<file path="config.mk">
export PLATFORM = sky130hd
export DESIGN_NAME = riscv_debug_overlay_flat
export DESIGN_NICKNAME = d
export VERILOG_FILES = /design/src/rtl/riscv_debug_overlay_if.sv /design/src/rtl/riscv_debug_overlay.sv /design/src/flat_wrapper.sv
export SDC_FILE = /design/constraint.sdc
export NUM_CORES = 1
export LEC_CHECK = 0
export BUFFER_PORTS_ARGS = -buffer_cell sky130_fd_sc_hd__buf_2
export CAP_MARGIN = 20
export CORE_ASPECT_RATIO = 1.25
export CORE_MARGIN = 2
export CORE_UTILIZATION = 50
export DETAILED_ROUTE_END_ITERATION = 6
export PLACE_DENSITY = 0.75
export SLEW_MARGIN = 20
export SYNTH_ARGS = -nofsm -noshare
export SYNTH_HDL_FRONTEND = slang
export SYNTH_SLANG_ARGS = --single-unit
</file>
<file path="constraint.sdc">
create_clock -name clock -period 7.4 [get_ports clock]
set_input_delay 0.74 -clock clock [delete_from_list [all_inputs] [get_ports clock]]
set_output_delay 0.74 -clock clock [all_outputs]
set_load 0.02 [all_outputs]
</file>
<file path="src/rtl/riscv_debug_overlay_if.sv">
// Video-side bundle of the debug overlay: pixel coordinates and vsync in, character ROM address and highlight out.
interface riscv_debug_overlay_if;
    logic [9:0] pixelRow;
    logic [9:0] pixelColumn;
    logic       vert_sync;
    logic [5:0] characterAddress;
    logic       highlight;

    modport master (
        output pixelRow, pixelColumn, vert_sync,
        input  characterAddress, highlight
    );

    modport slave (
        input  pixelRow, pixelColumn, vert_sync,
        output characterAddress, highlight
    );
endinterface

</file>
<file path="src/rtl/riscv_debug_overlay.sv">
// Labelled hex register overlay on a 40x30 character grid with per-frame snapshots and change highlighting.
// Optional frame counter on row 28 is built when RISCV_OVERLAY_FRAME_COUNTER_EN is defined.
module riscv_debug_overlay #(
    parameter int NUM_REGS         = 4,
    parameter int DATA_W           = 32,
    parameter int FIRST_ROW        = 4,
    parameter int ROW_STEP         = 2,
    parameter int VALUE_COL        = 11,
    parameter int HIGHLIGHT_FRAMES = 30
) (
    input  logic                         clock,
    input  logic                         reset,
    riscv_debug_overlay_if.slave         vga,
    input  logic                         freeze,
    input  logic [NUM_REGS*DATA_W-1:0]   values_in,
    input  logic [NUM_REGS*24-1:0]       labels_in
);
    localparam int ND = DATA_W / 4;
    localparam logic [7:0] HL_INIT = 8'(HIGHLIGHT_FRAMES);

    if (NUM_REGS < 1 || NUM_REGS > 8) begin : g_bad_num_regs
        $error("NUM_REGS out of range");
    end
    if (DATA_W < 4 || DATA_W > 32 || (DATA_W % 4) != 0) begin : g_bad_data_w
        $error("DATA_W must be a multiple of 4 in 4..32");
    end
    if (ROW_STEP < 1 || ROW_STEP > 4 || FIRST_ROW + (NUM_REGS - 1) * ROW_STEP > 29) begin : g_bad_rows
        $error("field rows do not fit the grid");
    end
    if (VALUE_COL + ND - 1 > 39 || HIGHLIGHT_FRAMES < 0 || HIGHLIGHT_FRAMES > 255) begin : g_bad_cols
        $error("value columns or highlight length out of range");
    end

    logic                vs_d_r;
    logic                frame_tick_s;
    logic [DATA_W-1:0]   shadow_r [NUM_REGS];
    logic [7:0]          hl_cnt_r [NUM_REGS];
    logic [4:0]          row_s;
    logic [5:0]          col_s;
    logic                fld_hit_s;
    logic [DATA_W-1:0]   cur_val_s;
    logic [23:0]         lbl_word_s;
    logic                cur_hl_s;
    logic                lbl_col_s;
    logic                val_col_s;
    logic [1:0]          lbl_sel_s;
    logic [5:0]          digit_s;
    logic [5:0]          shamt_s;
    logic [3:0]          nib_s;
    logic [5:0]          char_s;
    logic                hl_s;
    logic [5:0]          char_r;
    logic                hl_r;
    logic                unused_s;

    assign row_s        = vga.pixelRow[8:4];
    assign col_s        = vga.pixelColumn[9:4];
    assign unused_s     = ^{vga.pixelRow[9], vga.pixelRow[3:0], vga.pixelColumn[3:0]};
    assign frame_tick_s = vs_d_r & ~vga.vert_sync;
    assign lbl_col_s    = (col_s >= 6'd5) && (col_s <= 6'd8);
    assign lbl_sel_s    = 2'(col_s - 6'd5);
    assign val_col_s    = (col_s >= 6'(VALUE_COL)) && (col_s < 6'(VALUE_COL + ND));
    assign digit_s      = col_s - 6'(VALUE_COL);
    assign shamt_s      = 6'(ND - 1) - digit_s;
    assign nib_s        = 4'(cur_val_s >> {shamt_s, 2'b00});

`ifdef RISCV_OVERLAY_FRAME_COUNTER_EN
    logic [15:0] frame_cnt_r;
    logic [3:0]  cnt_nib_s;
    logic        cnt_col_s;

    for (genvar g = 0; g < NUM_REGS; g++) begin : g_row28_check
        if (FIRST_ROW + g * ROW_STEP == 28) begin : g_bad
            $error("field row collides with the frame counter row");
        end
    end
    if (VALUE_COL + 3 > 39) begin : g_bad_cnt_cols
        $error("frame counter digits do not fit the row");
    end

    assign cnt_nib_s = 4'(frame_cnt_r >> {6'd3 - digit_s, 2'b00});
    assign cnt_col_s = (col_s >= 6'(VALUE_COL)) && (col_s < 6'(VALUE_COL + 4));

    // Free-running frame counter; keeps counting while the display is frozen.
    always_ff @(posedge clock) begin
        if (reset) begin
            frame_cnt_r <= 16'd0;
        end else if (frame_tick_s) begin
            frame_cnt_r <= frame_cnt_r + 16'd1;
        end else begin
            frame_cnt_r <= frame_cnt_r;
        end
    end
`endif

    // Vsync edge detector plus per-field snapshot and highlight countdown.
    always_ff @(posedge clock) begin
        if (reset) begin
            vs_d_r <= 1'b1;
            for (int i = 0; i < NUM_REGS; i++) begin
                shadow_r[i] <= {DATA_W{1'b0}};
                hl_cnt_r[i] <= 8'd0;
            end
        end else begin
            vs_d_r <= vga.vert_sync;
            if (frame_tick_s) begin
                for (int i = 0; i < NUM_REGS; i++) begin
                    if (!freeze && (values_in[i*DATA_W +: DATA_W] != shadow_r[i])) begin
                        shadow_r[i] <= values_in[i*DATA_W +: DATA_W];
                        hl_cnt_r[i] <= HL_INIT;
                    end else if (hl_cnt_r[i] != 8'd0) begin
                        hl_cnt_r[i] <= hl_cnt_r[i] - 8'd1;
                    end else begin
                        hl_cnt_r[i] <= 8'd0;
                    end
                end
            end
        end
    end

    // Cell decode: pick the field on this row, then label, hex digit or blank.
    always_comb begin
        fld_hit_s  = 1'b0;
        cur_val_s  = {DATA_W{1'b0}};
        lbl_word_s = 24'd0;
        cur_hl_s   = 1'b0;
        char_s     = 6'o40;
        hl_s       = 1'b0;
        for (int i = 0; i < NUM_REGS; i++) begin
            if (row_s == 5'(FIRST_ROW + i * ROW_STEP)) begin
                fld_hit_s  = 1'b1;
                cur_val_s  = shadow_r[i];
                lbl_word_s = labels_in[i*24 +: 24];
                cur_hl_s   = (hl_cnt_r[i] != 8'd0);
            end else begin
                fld_hit_s  = fld_hit_s;
            end
        end
        if (fld_hit_s) begin
            if (lbl_col_s) begin
                case (lbl_sel_s)
                    2'd0:    char_s = lbl_word_s[23:18];
                    2'd1:    char_s = lbl_word_s[17:12];
                    2'd2:    char_s = lbl_word_s[11:6];
                    2'd3:    char_s = lbl_word_s[5:0];
                    default: char_s = 6'o40;
                endcase
            end else if (val_col_s) begin
                char_s = {2'b11, nib_s};
                hl_s   = cur_hl_s;
            end else begin
                char_s = 6'o40;
            end
`ifdef RISCV_OVERLAY_FRAME_COUNTER_EN
        end else if (row_s == 5'd28) begin
            if (lbl_col_s) begin
                case (lbl_sel_s)
                    2'd0:    char_s = 6'o06;
                    2'd1:    char_s = 6'o22;
                    2'd2:    char_s = 6'o15;
                    default: char_s = 6'o40;
                endcase
            end else if (cnt_col_s) begin
                char_s = {2'b11, cnt_nib_s};
            end else begin
                char_s = 6'o40;
            end
`endif
        end else begin
            char_s = 6'o40;
        end
    end

    // One-cycle registered output stage toward the character ROM.
    always_ff @(posedge clock) begin
        if (reset) begin
            char_r <= 6'o40;
            hl_r   <= 1'b0;
        end else begin
            char_r <= char_s;
            hl_r   <= hl_s;
        end
    end

    assign vga.characterAddress = char_r;
    assign vga.highlight        = hl_r;
endmodule

</file>
<file path="src/flat_wrapper.sv">
// flat-port wrapper written by rule: the top's interface ports become plain ports
module riscv_debug_overlay_flat 
#(
    parameter int NUM_REGS         = 4,
    parameter int DATA_W           = 32,
    parameter int FIRST_ROW        = 4,
    parameter int ROW_STEP         = 2,
    parameter int VALUE_COL        = 11,
    parameter int HIGHLIGHT_FRAMES = 30
)
  (clock, reset, freeze, values_in, labels_in, vga_pixelRow, vga_pixelColumn, vga_vert_sync, vga_characterAddress, vga_highlight);
  riscv_debug_overlay_if vga_i ();
  input  logic clock;
  input  logic reset;
  input  logic freeze;
  input  logic [NUM_REGS*DATA_W-1:0] values_in;
  input  logic [NUM_REGS*24-1:0] labels_in;
  input wire logic [$bits(vga_i.pixelRow)-1:0] vga_pixelRow;
  input wire logic [$bits(vga_i.pixelColumn)-1:0] vga_pixelColumn;
  input wire logic [$bits(vga_i.vert_sync)-1:0] vga_vert_sync;
  output wire logic [$bits(vga_i.characterAddress)-1:0] vga_characterAddress;
  output wire logic [$bits(vga_i.highlight)-1:0] vga_highlight;
  assign vga_i.pixelRow = vga_pixelRow;
  assign vga_i.pixelColumn = vga_pixelColumn;
  assign vga_i.vert_sync = vga_vert_sync;
  assign vga_characterAddress = vga_i.characterAddress;
  assign vga_highlight = vga_i.highlight;
  riscv_debug_overlay #(.NUM_REGS(NUM_REGS), .DATA_W(DATA_W), .FIRST_ROW(FIRST_ROW), .ROW_STEP(ROW_STEP), .VALUE_COL(VALUE_COL), .HIGHLIGHT_FRAMES(HIGHLIGHT_FRAMES)) u_core (.clock(clock), .reset(reset), .vga(vga_i), .freeze(freeze), .values_in(values_in), .labels_in(labels_in));
endmodule
</file>
==> flow_summary.ini, run 1 <==
[timing]
fin_setup_tns_ns = 0
period_needed_ns = 3.38
tightestPinTransition_ns = 0.986
slew_violations = 0
finalSetupViolCount = 0
max_slew_margin_pct = 34.0
period_share_pct = 45.7
worst_slack_ns = 4.02
rsz0062_at_grt = no
skew_ns = 0.0111
hold_violations = 0
hold_ws_ns = 0.509
timing.fmax_mhz = 295

[synth]
yosys.area.top_type = edfxtp_1
syn_nets = 1249
syn_area_um2 = 10500
synth_top_area_share_pct = 46.0
synthCells = 987
synth_ff_type = edfxtp_1
yosysWarnings = 0
ys_async_sr_fraction_pct = 0
synth-seq-cells = 168
syn_avg_cell_area_um2 = 10.6
yosysUniqueCellTypes = 68
seq_area_frac_synth_pct = 47.5
synth-edff-count = 160
synthTopCellsByArea = edfxtp_1 46%, xor2_1 12%, and2_1 7.8%, o21ai_0 3.0%, mux2i_1 2.5%

[place]
port_buffers = 245
hpwl_um = 26200
place_congestion = 0.955
placed_area_um2 = 12000
pre_cts_slack_ns = 3.74
dp_cells = 1472

[cells_and_area]
fill_cells = 1763
final_common_cell = buf_2
finalInstanceArea_um2 = 12600
drive_gt1_share_pct = 25.4
layout.nets = 1481
final_cells = 1508
mostFrequentLayoutCells = 245 x buf_2, 160 x edfxtp_1, 141 x xor2_1
syn_to_final_growth_pct = 20.8

[floorplanning]
dieArea_um2 = 22100
io_pins = 255
rows = 59
core_um2 = 20700
start_util_pct = 50.6
die_x_um = 133
die_h_um = 166

[worst_setup_path]
crit_end = u_core.vga.characterAddress[2]
slowest_stage = a2111oi_0
worstSetupPathType = in -> reg
worstPathRequired_ns = 7.77
crit_path_start_kind = primary input
r2r_cells = 6
r2r_setup_slack_ns = 4.92
crit_chain = buf_2, clkinv_1, ha_1, and3b_1, a31oi_1, o221ai_1, nand2b_1, a2111oi_0, a311o_1
cp.arrival_ns = 3.76
critPathMaxFanout = 21
rr_endpoint = u_core.hl_cnt_r[0][17]
startpoint = vga_pixelColumn[4]
critPathCaptureType = flop
critPathMaxStageDelay_ns = 0.71
r2r_start = u_core.shadow_r[2][6]

[drt]
dr.pass1.iters = 6
first_iter_violations = 786
routed_wl_um = 34000
drc = 0
wl_per_cell_um = 22.5
ant_nets = 0
vias_per_cell = 5.99
vias = 9030

[clocking]
cts_sinks = 168
cts_tree = yes
root_buffer = clkbuf_16
numCtsBuffers = 17
clock_latency_ns = 0.44
cts_buffer_depth = 2
cts.clk_slew.worst_paths_ns = 0.07
cts_setup_buffers = 0
hold_buffers = 0
htree_levels = 4
cts_resized = 0

[grt]
grt_pass1_vias = 8977
grt-ovfl-total = 0
gr-usage-all-layers_pct = 30.4
grt_pass1_wl_um = 50300
grt_max_degree = 38
antenna_found_initial = 1

[pwr]
p_leak_nw = 5.31
power.density_nw_per_um2 = 189
peakVddDrop_uv = 185

[min_path]
worstHoldPathType = in -> reg

[flow_run]
drv_cap = 0

[status]
status = finished clean
per-stage QoR:
step	total power, mW	utilization [%]
5_1_grt	2.47	61.1
6_report	2.39	61.1
3_5_place_dp	1.53	58.2
4_1_cts	2.39	60.9
3_3_place_gp	1.52	58.2
2_1_floorplan	1.36	-
metal layers:
metal  routed length [µm]  part of all wire, %  global-route usage, %  vias to the layer above
li1                     -                    -                      -                     4111
met1                12400                   36                   35.0                     4371
met2                17400                   51                   54.2                      457
met3                 2420                  7.1                   4.78                       91
met4                 1840                  5.4                   15.8                        0
met5                    0                    0                      0                        -
state kept, by name (all words and copies together) (netlist names):
register / count
u_core.shadow_r: 128
u_core.hl_cnt_r: 32
u_core.vga.characterAddress: 6
u_core.vga.highlight: 1
u_core.vs_d_r: 1
worst min path at each step:
stage,start,endpoint,slack [ns],depth (start not counted)
after global placement,u_core.hl_cnt_r[0][0],u_core.hl_cnt_r[0][0],0.57,1
after global routing,vga_vert_sync,u_core.vs_d_r,0.51,2
final,vga_vert_sync,u_core.vs_d_r,0.51,2
after CTS,vga_vert_sync,u_core.vs_d_r,0.49,2
after floorplan,u_core.hl_cnt_r[0][24],u_core.hl_cnt_r[0][24],0.56,1
after detailed placement,u_core.hl_cnt_r[0][0],u_core.hl_cnt_r[0][0],0.58,1
synthesized netlist by cell type, types with 11 or more instances:
cell type	instances
nor4_1	38
buf_2	13
mux2i_1	26
xor2_1	141
nand2_1	35
o21bai_1	13
nor2_1	58
ha_1	14
inv_1	16
o211ai_1	12
edfxtp_1	160
o21ai_0	62
a21oi_1	29
nor3_1	16
clkbuf_1	31
xnor2_1	14
a21o_1	11
and2_1	130
logic make-up (layout without fill, tap and decap cells):
kind of cell | Yosys count | after routing | share of synthesized area, %
simple gates | 331 | 331 | 17.8
compound gates | 226 | 226 | 14.8
flops | 168 | 168 | 47.5
xor+xnor | 155 | 155 | 13.0
buf+inv | 67 | 312 | 2.78
mux | 26 | 26 | 2.49
fa+ha+maj | 14 | 14 | 1.68
other cells | 0 | 2 | 0
critical path, delay by kind of cell:
family / cells / cell delay, ns
compound gates: 4 / 1.42
buf+inv: 2 / 0.73
simple gates: 2 / 0.54
fa+ha+maj: 1 / 0.33
cell type report:
type	count	area [µm²]	share of cell area, %
diodes	2	5.00	0.0396
clock buffers	17	425	3.37
clock inverters	15	145	1.15
inverters	17	63.8	0.505
multi-input cells	752	5300	42.0
flip-flops and latches	168	4960	39.3
well taps	274	343	2.72
repair buffers	263	1380	10.9
report_power, final:
group	leakage [nW]	total (mW)	internal (mW)	switching, mW
clock	0.263	0.868	0.469	0.400
sequential	1.81	1.15	1.10	0.0525
combinational	3.23	0.368	0.157	0.212
(Power assumes the default switching activity.)
==> run 2: changes to the inputs <==
Settings changed: ABC_AREA set to 1, PLACE_DENSITY 0.75 to 0.78.
Clock period 7.4 ns to 2.9 ns, I/O delays scaled along.
==> flow_summary.ini, run 2 <==
[synth]
synth_adder_area_share_pct = 1.55
syn_avg_cell_area_um2 = 7.60
synthTopCellsByArea = edfxtp_1 42%, nand2_1 11%, xnor2_1 8.1%, nor2_1 7.8%, inv_1 7.7%
synth_top_area_share_pct = 42.4
seq_area_frac_synth_pct = 43.9
yosysUniqueCellTypes = 33
synth-compound-area-share_pct = 5.25
muxShareOfSynthArea_pct = 0
yosys.area.top_type = edfxtp_1
synth_ff_type = edfxtp_1
synth_top_family_by_area = simple AND/OR/NAND/NOR gates
yosys.area_share.simple_pct = 30.6
synth_most_common_cell = nand2_1
synth-seq-cells = 168
synthCells = 1489
synth_top_cells_by_count = 336 x nand2_1, 234 x nor2_1, 231 x inv_1
ys_async_sr_fraction_pct = 0
syn_area_um2 = 11300
syn_nets = 1751
synth_xor_area_share_pct = 8.66
synth-edff-count = 160
yosysWarnings = 0

[timing]
max_slew_margin_pct = 65.5
period_needed_ns = 2.27
period_share_pct = 78.1
finalSetupViolCount = 0
skew_ns = 0.0122
rsz0062_at_grt = no
tightestPinTransition_ns = 0.518
timing.fmax_mhz = 441
hold_violations = 0
fin_setup_tns_ns = 0
slew_violations = 0

[pwr]
peakVddDrop_uv = 462
totalPowerFinal_mw = 6.14
p_leak_nw = 6.44
power.density_nw_per_um2 = 458

[drt]
dr.pass1.iters = 5
vias = 10716
vias_per_cell = 5.31
first_iter_violations = 905
ant_nets = 0
routed_wl_um = 34300
wl_per_cell_um = 17.0
drc = 0

[cells_and_area]
top_register = u_core.shadow_r
syn_to_final_growth_pct = 18.4
fill_cells = 2015
final_common_cell = nand2_1
mostFrequentLayoutCells = 336 x nand2_1, 245 x buf_2, 234 x nor2_1
layout.nets = 1983
final_cells = 2017
drive_gt1_share_pct = 19.6
diodes = 0
finalInstanceArea_um2 = 13400
largest_reg_flops = 128

[clocking]
cts_tree = yes
cts_sinks = 168
htree_levels = 4
root_buffer = clkbuf_16
numCtsBuffers = 17
hold_buffers = 0
clock_latency_ns = 0.45
cts.clk_slew.worst_paths_ns = 0.07
cts_setup_buffers = 0
cts_buffer_depth = 2
cts_resized = 0

[grt]
grt_pass1_vias = 10056
grt_pass1_wl_um = 52100
grt-ovfl-total = 0
gr-usage-all-layers_pct = 28.2
antenna_found_initial = 0
grt_max_degree = 51

[worst_setup_path]
crit_chain = or2_2, nand3_1, nor2_1, nand2_1, nor2_1, nand2_1, nand2_1, o21ai_2, buf_4
critPathMaxFanout = 32
slowest_stage = edfxtp_1
cp.arrival_ns = 2.36
critPathCaptureType = flop
crit_path_start_kind = flop
critPathMaxStageDelay_ns = 0.44
worstPathRequired_ns = 2.99
worstSetupPathType = reg -> reg
cpMostUsedCell = nand2_1

[flow_run]
drv_cap = 0

[floorplanning]
die_h_um = 172
die_x_um = 139
core_um2 = 22200
io_pins = 255
start_util_pct = 51.0
dieArea_um2 = 23900
rows = 61

[place]
hpwl_um = 26400
dp_cells = 1985
port_buffers = 245
placed_area_um2 = 12800
place_congestion = 0.929

[status]
status = finished clean

[min_path]
worstHoldPathType = in -> reg
[run 2: changes by cell type after synthesis, sizes merged, moves of 14 or more]
cell,previous run,this run
o21ai,64,48
xnor2,14,105
xor2,141,7
inv,16,232
mux2i,26,0
nor4,38,1
nand2,35,337
nor2,58,240
o211ai,12,33
nand4,8,56
nor3,18,4
nand3,6,128
and2,130,0
or2,2,27
[run 2: through the flow]
stage / hold WS [ns] / util [%] / setup slack [ns]
2_1_floorplan: 0.387 / - / 0.0262
3_3_place_gp: 0.498 / 57.9 / 0.683
3_5_place_dp: 0.506 / 57.9 / 0.649
4_1_cts: 0.0462 / 60.4 / 0.694
5_1_grt: 0.0826 / 60.4 / 0.505
6_report: 0.0570 / 60.4 / 0.634
[run 2: routing by layer]
metal | GRT usage, % | wire [µm] | share of wire [%]
met5 | 0 | 0 | 0
met4 | 13.7 | 1550 | 4.5
met1 | 35.4 | 13200 | 39
met2 | 47.2 | 16500 | 48
met3 | 5.40 | 3040 | 8.9
[run 2: kinds of logic (layout without fill, tap and decap cells)]
group           after synthesis  count (layout)
xor+xnor                    112             112
flops                       168             168
fa+ha+maj                    14              14
buf+inv                     291             536
simple gates                803             803
compound gates              101             101
[run 2: path summary, 6_finish.rpt]
check	to	slack, ns	from	depth (start not counted)
setup / recovery	u_core.shadow_r[1][13]	0.63	u_core.shadow_r[1][29]	9
hold / removal	u_core.vs_d_r	0.06	vga_vert_sync	3
setup reg to reg	u_core.shadow_r[1][13]	0.63	u_core.shadow_r[1][29]	9
hold reg to reg	u_core.hl_cnt_r[0][16]	0.55	u_core.hl_cnt_r[0][16]	1
[run 2: final cells by class]
type / instances / area [µm²] / area share [%]
Multi-Input combinational cell: 1030 / 5240 / 39.1
Tap cell: 283 / 354 / 2.64
Sequential cell: 168 / 4960 / 37.0
Clock buffer: 19 / 433 / 3.23
Timing Repair Buffer: 271 / 1420 / 10.6
Clock inverter: 13 / 123 / 0.915
Inverter: 233 / 875 / 6.52
[run 2: worst max-delay path, delay by kind of cell, from the launching register on]
| family | cells | cell delay (ns) |
|---|---|---|
| flops | 1 | 0.44 |
| compound gates | 1 | 0.15 |
| buf+inv | 1 | 0.40 |
| simple gates | 7 | 0.92 |
[run 2: where the power goes]
group	switching (mW)	internal (mW)	total, mW	leakage [nW]
Combinational	0.599	0.418	1.02	4.35
Clock	1.01	1.19	2.20	0.277
Sequential	0.118	2.81	2.93	1.81
Total	1.73	4.42	6.14	6.44
